$ cat src/rtl/mux_rr_arbiter_if.sv
// Bundle between the four requesters, the arbiter and the downstream consumer of f.
// The arbiter sits on the slave side; requesters and downstream drive the master side.
interface mux_rr_arbiter_if #(
  parameter int DATA_W = 8
);
  logic [3:0]          req_valid;
  logic [4*DATA_W-1:0] req_data;
  logic [3:0]          req_last;
  logic [3:0]          req_ready;
  logic [1:0]          sel;
  logic [3:0]          gnt;
  logic                f_valid;
  logic [DATA_W-1:0]   f_data;
  logic                f_last;
  logic                f_ready;
  logic                preempt;

  modport master (
    output req_valid, req_data, req_last, f_ready,
    input  req_ready, sel, gnt, f_valid, f_data, f_last, preempt
  );

  modport slave (
    input  req_valid, req_data, req_last, f_ready,
    output req_ready, sel, gnt, f_valid, f_data, f_last, preempt
  );
endinterface

$ cat src/rtl/mux_rr_arbiter.sv
// Round-robin arbiter for the shared 4:1 mux: grants one requester per packet (capped at
// MAX_BURST beats) and forwards its stream combinationally to f.
module mux_rr_arbiter #(
  parameter int DATA_W    = 8,
  parameter int MAX_BURST = 4
) (
  input  logic            clk,
  input  logic            rst,
  mux_rr_arbiter_if.slave bus
);
  localparam int NUM_LANES = 4;
  localparam int CNT_W     = $clog2(MAX_BURST + 1);
  localparam logic [0:0] ST_IDLE  = 1'b0;
  localparam logic [0:0] ST_GRANT = 1'b1;
  localparam logic [CNT_W-1:0] CNT_CAP = CNT_W'(MAX_BURST - 1);

  logic [0:0]           state_q, state_d;
  logic [1:0]           ptr_q, ptr_d;
  logic [1:0]           sel_q, sel_d;
  logic [NUM_LANES-1:0] gnt_q, gnt_d;
  logic [CNT_W-1:0]     cnt_q, cnt_d;
  logic                 preempt_q, preempt_d;

  logic [NUM_LANES-1:0][DATA_W-1:0] lane_data;
  logic [NUM_LANES-1:0]             lane_rdy;
  logic                             granted, accept, cur_last;
  logic                             win_vld;
  logic [1:0]                       win_idx, idx;

  assign granted  = (state_q == ST_GRANT);
  assign cur_last = bus.req_last[sel_q];
  assign accept   = granted & bus.req_valid[sel_q] & bus.f_ready;

  for (genvar i = 0; i < NUM_LANES; i++) begin : g_lane
    assign lane_data[i] = bus.req_data[i*DATA_W +: DATA_W];
    assign lane_rdy[i]  = granted & (sel_q == 2'(i)) & bus.f_ready;
  end

  // Walk downward so the candidate closest to ptr (smallest offset) is the last writer.
  always_comb begin
    win_vld = 1'b0;
    win_idx = ptr_q;
    idx     = ptr_q;
    for (int k = NUM_LANES - 1; k >= 0; k--) begin
      idx = ptr_q + 2'(k);
      if (bus.req_valid[idx]) begin
        win_vld = 1'b1;
        win_idx = idx;
      end
    end
  end

  always_comb begin
    state_d   = state_q;
    ptr_d     = ptr_q;
    sel_d     = sel_q;
    gnt_d     = gnt_q;
    cnt_d     = cnt_q;
    preempt_d = 1'b0;
    if (state_q == ST_IDLE) begin
      if (win_vld) begin
        state_d = ST_GRANT;
        sel_d   = win_idx;
        gnt_d   = NUM_LANES'(1) << win_idx;
        cnt_d   = '0;
      end
    end else if (accept) begin
      // last wins over the burst cap, so a packet ending exactly at the cap is not a preempt
      if (cur_last || cnt_q == CNT_CAP) begin
        state_d   = ST_IDLE;
        ptr_d     = sel_q + 2'd1;
        gnt_d     = '0;
        cnt_d     = '0;
        preempt_d = ~cur_last;
      end else begin
        cnt_d = cnt_q + CNT_W'(1);
      end
    end
  end

  always_ff @(posedge clk or posedge rst) begin
    if (rst) begin
      state_q   <= ST_IDLE;
      ptr_q     <= '0;
      sel_q     <= '0;
      gnt_q     <= '0;
      cnt_q     <= '0;
      preempt_q <= 1'b0;
    end else begin
      state_q   <= state_d;
      ptr_q     <= ptr_d;
      sel_q     <= sel_d;
      gnt_q     <= gnt_d;
      cnt_q     <= cnt_d;
      preempt_q <= preempt_d;
    end
  end

  assign bus.req_ready = lane_rdy;
  assign bus.sel       = sel_q;
  assign bus.gnt       = gnt_q;
  assign bus.preempt   = preempt_q;
  assign bus.f_valid   = granted & bus.req_valid[sel_q];
  assign bus.f_last    = granted & cur_last;
  assign bus.f_data    = granted ? lane_data[sel_q] : '0;
endmodule
$ cat src/flat_wrapper.sv
// flat-port wrapper written by rule: the top's interface ports become plain ports
module mux_rr_arbiter_flat 
#(
  parameter int DATA_W    = 8,
  parameter int MAX_BURST = 4
)
  (clk, rst, bus_req_valid, bus_req_data, bus_req_last, bus_f_ready, bus_req_ready, bus_sel, bus_gnt, bus_f_valid, bus_f_data, bus_f_last, bus_preempt);
  mux_rr_arbiter_if #(.DATA_W(DATA_W)) bus_i ();
  input  logic clk;
  input  logic rst;
  input wire logic [$bits(bus_i.req_valid)-1:0] bus_req_valid;
  input wire logic [$bits(bus_i.req_data)-1:0] bus_req_data;
  input wire logic [$bits(bus_i.req_last)-1:0] bus_req_last;
  input wire logic [$bits(bus_i.f_ready)-1:0] bus_f_ready;
  output wire logic [$bits(bus_i.req_ready)-1:0] bus_req_ready;
  output wire logic [$bits(bus_i.sel)-1:0] bus_sel;
  output wire logic [$bits(bus_i.gnt)-1:0] bus_gnt;
  output wire logic [$bits(bus_i.f_valid)-1:0] bus_f_valid;
  output wire logic [$bits(bus_i.f_data)-1:0] bus_f_data;
  output wire logic [$bits(bus_i.f_last)-1:0] bus_f_last;
  output wire logic [$bits(bus_i.preempt)-1:0] bus_preempt;
  assign bus_i.req_valid = bus_req_valid;
  assign bus_i.req_data = bus_req_data;
  assign bus_i.req_last = bus_req_last;
  assign bus_i.f_ready = bus_f_ready;
  assign bus_req_ready = bus_i.req_ready;
  assign bus_sel = bus_i.sel;
  assign bus_gnt = bus_i.gnt;
  assign bus_f_valid = bus_i.f_valid;
  assign bus_f_data = bus_i.f_data;
  assign bus_f_last = bus_i.f_last;
  assign bus_preempt = bus_i.preempt;
  mux_rr_arbiter #(.DATA_W(DATA_W), .MAX_BURST(MAX_BURST)) u_core (.clk(clk), .rst(rst), .bus(bus_i));
endmodule
$ cat config.mk
export PLATFORM = sky130hd
export DESIGN_NAME = mux_rr_arbiter_flat
export DESIGN_NICKNAME = d
export VERILOG_FILES = /design/src/rtl/mux_rr_arbiter_if.sv /design/src/rtl/mux_rr_arbiter.sv /design/src/flat_wrapper.sv
export SDC_FILE = /design/constraint.sdc
export NUM_CORES = 1
export LEC_CHECK = 0
export CAP_MARGIN = 20
export CORE_AREA = 2 2 76 49
export DETAILED_ROUTE_END_ITERATION = 8
export DIE_AREA = 0 0 78 51
export GPL_ROUTABILITY_DRIVEN = 1
export PLACE_DENSITY = 0.83
export SLEW_MARGIN = 10
export SYNTH_ARGS = -nofsm -noshare
export SYNTH_HDL_FRONTEND = slang
export SYNTH_SLANG_ARGS = --single-unit
$ cat constraint.sdc
create_clock -name clk -period 1.94 [get_ports clk]
set_clock_uncertainty 0.2 [all_clocks]
set_input_delay 0.388 -clock clk [delete_from_list [all_inputs] [get_ports clk]]
set_output_delay 0.388 -clock clk [all_outputs]
set_load 0.01 [all_outputs]
* Yosys cells after proc, flatten, opt, wreduce, memory -nomap -nowiden
Index checks and enable logic that the tools add are counted.
Operators by class: shift operators 1, multiplexer cells 38, eq/ne operators 6, order comparisons 5, reductions and logical operators 7, add/sub/neg operators 5, bitwise gates (word level) 13
Operators with widths (count):
- 1-bit two-way mux | 17
- 8-bit binary-select mux with 2-bit select | 1
- 4-bit two-way mux | 4
- 8-bit two-way mux | 2
- 2-bit by 3-bit less-than comparator with 1-bit output, second input constant | 5
- 1-bit binary-select mux with 2-bit select | 6
- 3-bit two-way mux | 4
- 1-bit bitwise AND | 11
- 2-bit two-way mux | 4
- 3-bit AND reduction | 2
- 2-bit by 1-bit adder with 2-bit output, second input constant | 2
- 2-bit adder, second input constant | 2
- 2-bit == test, second input constant | 2
- 2-bit inequality test, second input constant | 2
- 2-bit AND reduction | 2
- 1-bit by 2-bit << shifter with 4-bit output, first input constant | 1
- 3-bit by 1-bit adder with 3-bit output, second input constant | 1
- 3-bit by 2-bit == test with 1-bit output, second input constant | 1
- 2-bit by 1-bit == test with 1-bit output, second input constant | 1
- 2-bit logical NOT | 1
- 1-bit NOT | 2
- 2-bit nonzero test | 1
- 1-bit logical OR | 1
Storage, ports and cells: output and inout port bits 21, register bits 13

* Longest topological paths before layout
Gate-level depths: netlist (run 1).
word-level depth 10, gate-level depth with buffers 6

* Worst setup path before layout (run 1)
Ideal clock, no wire load.
path kind register to output, from reg u_core.sel_q[0] (netlist: u_core.bus.sel[0]), to out bus_f_data[0], arrival time 1510 ps, path slack -158 ps, stages on the path, launching flop included 4, buffers on the path 1, data required time 1352 ps, cells stage by stage dfrtp_1 -> buf_2 -> mux4_2 -> and2_1
Between the ends: cells in the longest elaborated chain, start to end 3
Ends and longest elaborated chain:
- start: declaration | RTL line mux_rr_arbiter.sv:19 | logic [1:0] sel_q, sel_d;
- start signal: assignment | RTL line mux_rr_arbiter.sv:92 | sel_q <= sel_d;
- 8-bit binary-select mux with 2-bit select | RTL line mux_rr_arbiter.sv:105 | assign bus.f_data = granted ? lane_data[sel_q] : '0;
- 8-bit two-way mux (implied by the code) | RTL line mux_rr_arbiter.sv:105
- 8-bit two-way mux | RTL line mux_rr_arbiter.sv:105
- end: declaration | RTL line flat_wrapper.sv:19 | output wire logic [$bits(bus_i.f_data)-1:0] bus_f_data;
No other way between the ends. The select of a mux whose other input is x is not followed.

* Worst setup path after layout (run 1)
Ends and elaborated chain as after synthesis.

==> impl_results.md, run 1 <==
* FF+latch area at 327 um^2
* Top Ports at 64
* Worst Reg-to-Reg Cells at 6
* Register-to-register setup slack at -0.15 ns
* Synth Cell Area at ~1000 um^2
* Fmax at about 0.45 GHz
* DR WL/cell at 18.2 um
* Die Height at 51 um
* Synthesis-stage register bit count at 13
* Max-slew violation count at 0
* Core ar. at about 3400 um^2
* Syn Inst Count at approximately 100
* Final hold vios at 0
* TritonCTS Buffers at 3
* Data required, critical path at between 1 and 1.5 ns
* Tightest Pin Transition at 0.535 ns
* Max transition margin at between 60% and 70%
* Crit path kind: flip-flop to output port
* Die footprint at about 4000 um^2
* Post-synth EDFFs at 0
* Synth warn at 0
* Status: finished, violations left
* Layout area overhead at 96.2%
* Worst vdd ir at 0.000425 V
* PD cells at between 1000 and 1500 nW/um^2
* Post-DP HPWL at roughly 3000 um
* Total Routed Length at 4190 um
* H-Tree Depth at 1
* Initial antenna violation count at 0
* CTS tree: built
* R2r startpoint: u_core.bus.sel[0]
* Top delay family on crit path: multiplexers
* Avg Inst Size Synth at between 10 and 15 um^2
* Post-route cell area at approximately 2100 um^2
* Vias in the first global route at between 1,000 and 1,500
* CP max stage delay at between 0.5 and 0.6 ns
* Critical Path AT at between 1.5 and 2 ns
* GPL Wtd Cong at 0.732
* Fill count at 263
* Remaining DRCs at 0
* Class of the worst hold path: primary input to asynchronous set/reset pin
* Global-route wire length before repair at about 5700 um
* Peak fanout along the critical path at 6
* CP Launch Type: flip-flop
* Clk_lat worst skew at roughly 0.25 ns
* Die Wd at approximately 78 um
* Pin count of the biggest net entering global routing at 17
* DP Worst Slack at -0.634 ns
* N_diodes at 0
* Crit-path slowest cell: mux4_2
* Num rows at 17
* Crit end category: output port
* Clock transition at path regs at ~0.060 ns
* Syn nets at 150
* RSZ-0062 raised after global routing: yes
* CP Cell Sequence: buf_12 > mux4_2 > and2_1 > buf_2
* Global route total overflow at 0
* P_leak at approximately 0.9 nW
* Max_cap viols at 0
* Buffers and inverters on the worst path at 2
* Layout cells sized above 1 at between 40 and 50%
* All-layer global routing usage at between 10% and 20%
* Port Buf Inserts at between 60 and 70
* Antenna Nets Post-Route at 0
* Routed vias/inst at roughly 5.2
* Top FF cell, synth: dfrtp_1
* Reg2reg end: u_core.bus.gnt[2]
* Placed Area at approximately 1800 um^2
* Initial DRC Count at roughly 140
* Final worst-path cycle share at 113%
* Hold_buf cts at 0
* Finish-stage setup viols at 20
* CTS Buffer Depth at 2
* Routed vias at around 1,200
* Initial Utilization at between 30 and 40%
* Failing checks: setup timing
* Fin nets at between 200 and 250
* Final worst setup slack at -0.260 ns
* Post-synth cell types at 28
* Register area share after synthesis at 31.0%
* Async S/R FF share, synth at 100%
* Clock Tree Root: clkbuf_8
* Sink Count at 13
* Crit path time final at 2.20 ns
* Area of the multi-input gates at approximately 780 um^2
* Drt pass-1 iters at 4
-- cell families after synthesis --
kind of cell	Yosys count	synth area share, %
AO/OA/AOI/OAI	23	16.7
adder cells (fa/ha/maj)	6	7.16
buffers and inverters	14	5.13
flip-flops	13	31.0
multiplexers	10	21.5
AND/OR/NAND/NOR	35	18.5
-- synth_stat cells, drive strengths merged (2+ instances only) --
master	instances	area share (%)
and3	4	2.4
and2	10	6.0
o22a	2	1.7
mux4	10	21
a21oi	5	2.4
nor2b	2	1.2
nor2	6	2.9
a32o	4	4.3
dfrtp	13	31
o21ai	5	2.4
nand3	4	1.9
buf	2	0.83
inv	8	2.9
o31ai	2	1.4
nand2	5	1.8
ha	6	7.2
clkbuf	4	1.4
-- layout by cell type (no fill, tap or decap), drive strengths merged --
master          n
clkdlybuf4s50  43
buf            35
dfrtp          13
mux4           10
and2           10
inv             8
nor2            6
ha              6
a21oi           5
o21ai           5
nand2           5
a32o            4
dlymetal6s2s    4
and3            4
nand3           4
clkbuf          3
o22a            2
nor2b           2
o31ai           2
nor4            1
nor3b           1
o22ai           1
a2bb2oi         1
o221ai          1
o2111a          1
o221a           1
or2             1
nor3            1
clkinv          1
clkdlybuf4s15   1
dlygate4sd2     1
-- where the power goes --
part	leakage [nW]	internal [mW]	total, mW	switching [mW]
Sequential	0.165	0.372	0.501	0.128
Clock	0.0255	0.142	0.245	0.103
Combinational	0.737	1.14	2.01	0.871
-- sequential cells by signal, summed over array words and instances, names as in the netlist --
register	count
u_core.bus.preempt	1
u_core.bus.gnt	4
u_core.bus.sel	2
u_core.granted	1
u_core.cnt_q	3
u_core.ptr_q	2
-- repair_timing --
item                       4_1_cts  5_1_grt
pin swaps                        2        5
gates resized for setup         73       38
setup endpoints to repair       25       25
setup buffers                    4        2
cloned                           1        1
-- routing by layer --
| metal | part of all wire [%] | track usage, % |
|---|---|---|
| met5 | 0 | 0 |
| met4 | 2.4 | 4.09 |
| met3 | 3.5 | 4.95 |
| met2 | 55 | 33.9 |
| met1 | 39 | 21.9 |
-- final cells by class --
type                            instances  area share, %
Timing Repair Buffer                   84           39.7
Multi-Input combinational cell         74           37.7
Inverter                                8           1.58
Clock buffer                            3           2.01
Sequential cell                        13           15.9
Tap cell                               47           2.86
Clock inverter                          1          0.243
-- how the worst max path moves through the flow --
| stage | startpoint | endpoint | slack (ns) | cells past startpoint |
|---|---|---|---|---|
| after CTS | u_core.bus.sel[0] | bus_f_data[5] | -0.29 | 5 |
| final | u_core.bus.sel[0] | bus_f_data[0] | -0.26 | 4 |
| after floorplan | u_core.bus.sel[0] | bus_f_data[0] | 0.008 | 3 |
| after detailed placement | bus_req_valid[2] | bus_f_valid | -0.63 | 4 |
| after global placement | bus_req_valid[3] | bus_f_valid | -0.59 | 4 |
| after global routing | u_core.bus.sel[0] | bus_f_data[4] | -0.29 | 4 |
-- metrics by stage --
step / total power [mW] / setup TNS, ns / hold slack, ns / instances / utilization, %
2_1_floorplan: 1.29 / 0 / 0.0649 / 101 / -
3_3_place_gp: 1.99 / -9.20 / 0.277 / 219 / 53.5
3_5_place_dp: 2.06 / -9.79 / 0.293 / 219 / 53.5
4_1_cts: 2.41 / -3.69 / 0.282 / 228 / 56.1
5_1_grt: 2.89 / -4.30 / 0.321 / 230 / 60.4
6_report: 2.75 / -3.45 / 0.281 / 230 / 60.4
(Power assumes the default switching activity.)
==> inputs of run 2 (changes only) <==
Settings changed: PLACE_DENSITY 0.83 to 0.74.
==> impl_results.md, run 2 (synthesis gave the netlist of run 1 again) <==
* Status: finished, violations left (unchanged)
* Failing checks: setup timing (unchanged)
* Routed vias at 1,151 (was 1,187)
* Worst vdd ir at 0.000639 V (was 0.000425 V)
* Pin count of the biggest net entering global routing at 18 (was 17)
* Data required, critical path at 1.35 ns (about the same)
* Global-route wire length before repair at 5720 um (was 5750 um)
* GPL Wtd Cong at 0.755 (was 0.732)
* Antenna Nets Post-Route at 0 (unchanged)
* Most common cell after layout, fill and taps aside: clkdlybuf4s50_1 (unchanged)
* Top Ports at 64 (unchanged)
* DP Cell Count at 219 (unchanged)
* Post-DP HPWL at 2810 um (was 2920 um)
* Clock transition at path regs at 0.06 ns (about the same)
* Die Height at 51 um (unchanged)
* FF+latch area at 327 um^2 (unchanged)
* N_diodes at 0 (unchanged)
* Hold_buf cts at 0 (unchanged)
* Max transition margin at 66.3% (was 64.3%)
* Max_cap viols at 0 (unchanged)
* CTS tree: built (unchanged)
* Die Wd at 78 um (unchanged)
* Critical Path AT at 1.61 ns (about the same)
* Drt pass-1 iters at 4 (unchanged)
* PD cells at 1310 nW/um^2 (was 1340 nW/um^2)
* Core ar. at 3400 um^2 (unchanged)
* Final hold vios at 0 (unchanged)
* Clock Tree Root: clkbuf_8 (unchanged)
* Fmax at 0.456 GHz (was 0.454 GHz)
* Final Core Density at 59.1% (was 60.4%)
* Initial DRC Count at 66 (was 144)
* RSZ-0062 raised after global routing: yes (unchanged)
* Total Routed Length at 3730 um (was 4190 um)
* Sink Count at 13 (unchanged)
* Num rows at 17 (unchanged)
* Port Buf Inserts at 63 (unchanged)
* Fin nets at 235 (was 233)
* Layout Cells excl Fill at 232 (was 230)
* Pwr Total at 2.63 mW (was 2.75 mW)
* Crit end category: output port (unchanged)
* Layout area overhead at 91.8% (was 96.2%)
* Final worst-path cycle share at 113% (about the same)
* All-layer global routing usage at 18.9% (was 18.5%)
* Layout cells sized above 1 at 39.5% (was 43.2%)
* DR WL/cell at 16.1 um (was 18.2 um)
* Fill count at 291 (was 263)
* Routed vias/inst at 4.96 (was 5.16)
* Worst hold slack at 0.264 ns (was 0.281 ns)
* Crit path time final at 2.19 ns (was 2.20 ns)
* Vias in the first global route at 1,137 (was 1,193)
* P_leak at 0.906 nW (was 0.928 nW)
* Most frequent cells in the layout: 40 x clkdlybuf4s50_1, 16 x buf_6, 12 x dfrtp_1 (was 43 x clkdlybuf4s50_1, 14 x buf_6, 12 x buf_4, 12 x dfrtp_1, 10 x mux4_2)
* Initial Utilization at 30.8% (unchanged)
* CTS Buffer Depth at 2 (unchanged)
* Initial antenna violation count at 0 (unchanged)
* Global route total overflow at 0 (unchanged)
* Max-slew violation count at 0 (unchanged)
* Max reg flops at 4 (unchanged)
* Remaining DRCs at 0 (unchanged)
* CP Launch Type: primary input (was flip-flop)
* Die footprint at 3980 um^2 (unchanged)
* Class of the worst hold path: primary input to asynchronous set/reset pin (unchanged)
* H-Tree Depth at 1 (unchanged)
* Area of the multi-input gates at 747 um^2 (was 776 um^2)
* Crit path kind: primary input to output port (was flip-flop to output port)
* Clk_lat worst skew at 0.25 ns (about the same)
* Final worst setup slack at -0.254 ns (was -0.260 ns)
* Finish-stage setup viols at 21 (was 20)
* Peak fanout along the critical path at 2 (was 6)
* Tightest Pin Transition at 0.505 ns (was 0.535 ns)
* TritonCTS Buffers at 3 (unchanged)
## run 2: area by class of cell
type	count	area share (%)
tap	47	2.92
timing repair buffer	86	39.6
inverter	8	1.87
sequential	13	16.2
clock buffer	4	2.24
multi-input combinational	74	37.1
## run 2: stage by stage
| step | cell area [um^2] | setup WS, ns | TNS, ns |
|---|---|---|---|
| final | 2010 | -0.254 | -3.14 |
| after global routing | 2010 | -0.297 | -4.20 |
| after CTS | 1930 | -0.237 | -3.74 |
| after detailed placement | 1820 | -0.626 | -10.37 |
| after global placement | 1820 | -0.635 | -9.74 |
| after floorplan | 1050 | 0.00788 | 0 |
## run 2: worst paths after layout
path | cells after the start | slack, ns | startpoint | end
setup reg to reg | 6 | -0.14 | u_core.bus.sel[0] | u_core.bus.gnt[1]
hold reg to reg | 1 | 0.29 | u_core.bus.gnt[2] | u_core.bus.gnt[2]
setup / recovery | 4 | -0.25 | bus_req_last[2] | bus_f_last
max in group asynchronous | 2 | 0.92 | rst | u_core.bus.sel[0]
hold / removal | 2 | 0.26 | rst | u_core.bus.gnt[0]
min in group clk | 1 | 0.29 | u_core.bus.gnt[2] | u_core.bus.gnt[2]
## run 2: power by group
part	switching [mW]	internal, mW
Sequential	0.116	0.372
Clock	0.100	0.145
Combinational	0.790	1.10
Total	1.01	1.62
## run 2: worst max-delay path, cell delays in order
cell	delay (ns)
clkdlybuf4s50_1	0.41
mux4_2	0.49
and2_1	0.18
buf_2	0.14
## run 2: per-layer routing
metal | global-route usage, % | wire (um) | vias to the layer above
li1 | - | - | 552
met1 | 24.7 | 1640 | 567
met2 | 30.9 | 1830 | 28
met3 | 5.30 | 212 | 4
met4 | 5.85 | 43 | 0
met5 | 0 | 0 | -
## run 2: what timing repair did
action | CTS | global route
pin swaps | 2 | 5
gates resized for setup | 87 | 18
buffers inserted | 6 | 4
endpoints found under the setup margin | 23 | 25
==> inputs of run 3 (changes only) <==
Settings changed: ABC_CLOCK_PERIOD_IN_PS set to 1940.
==> results of run 3 <==
Final layout, timing and power as in run 2 (identical DEF).
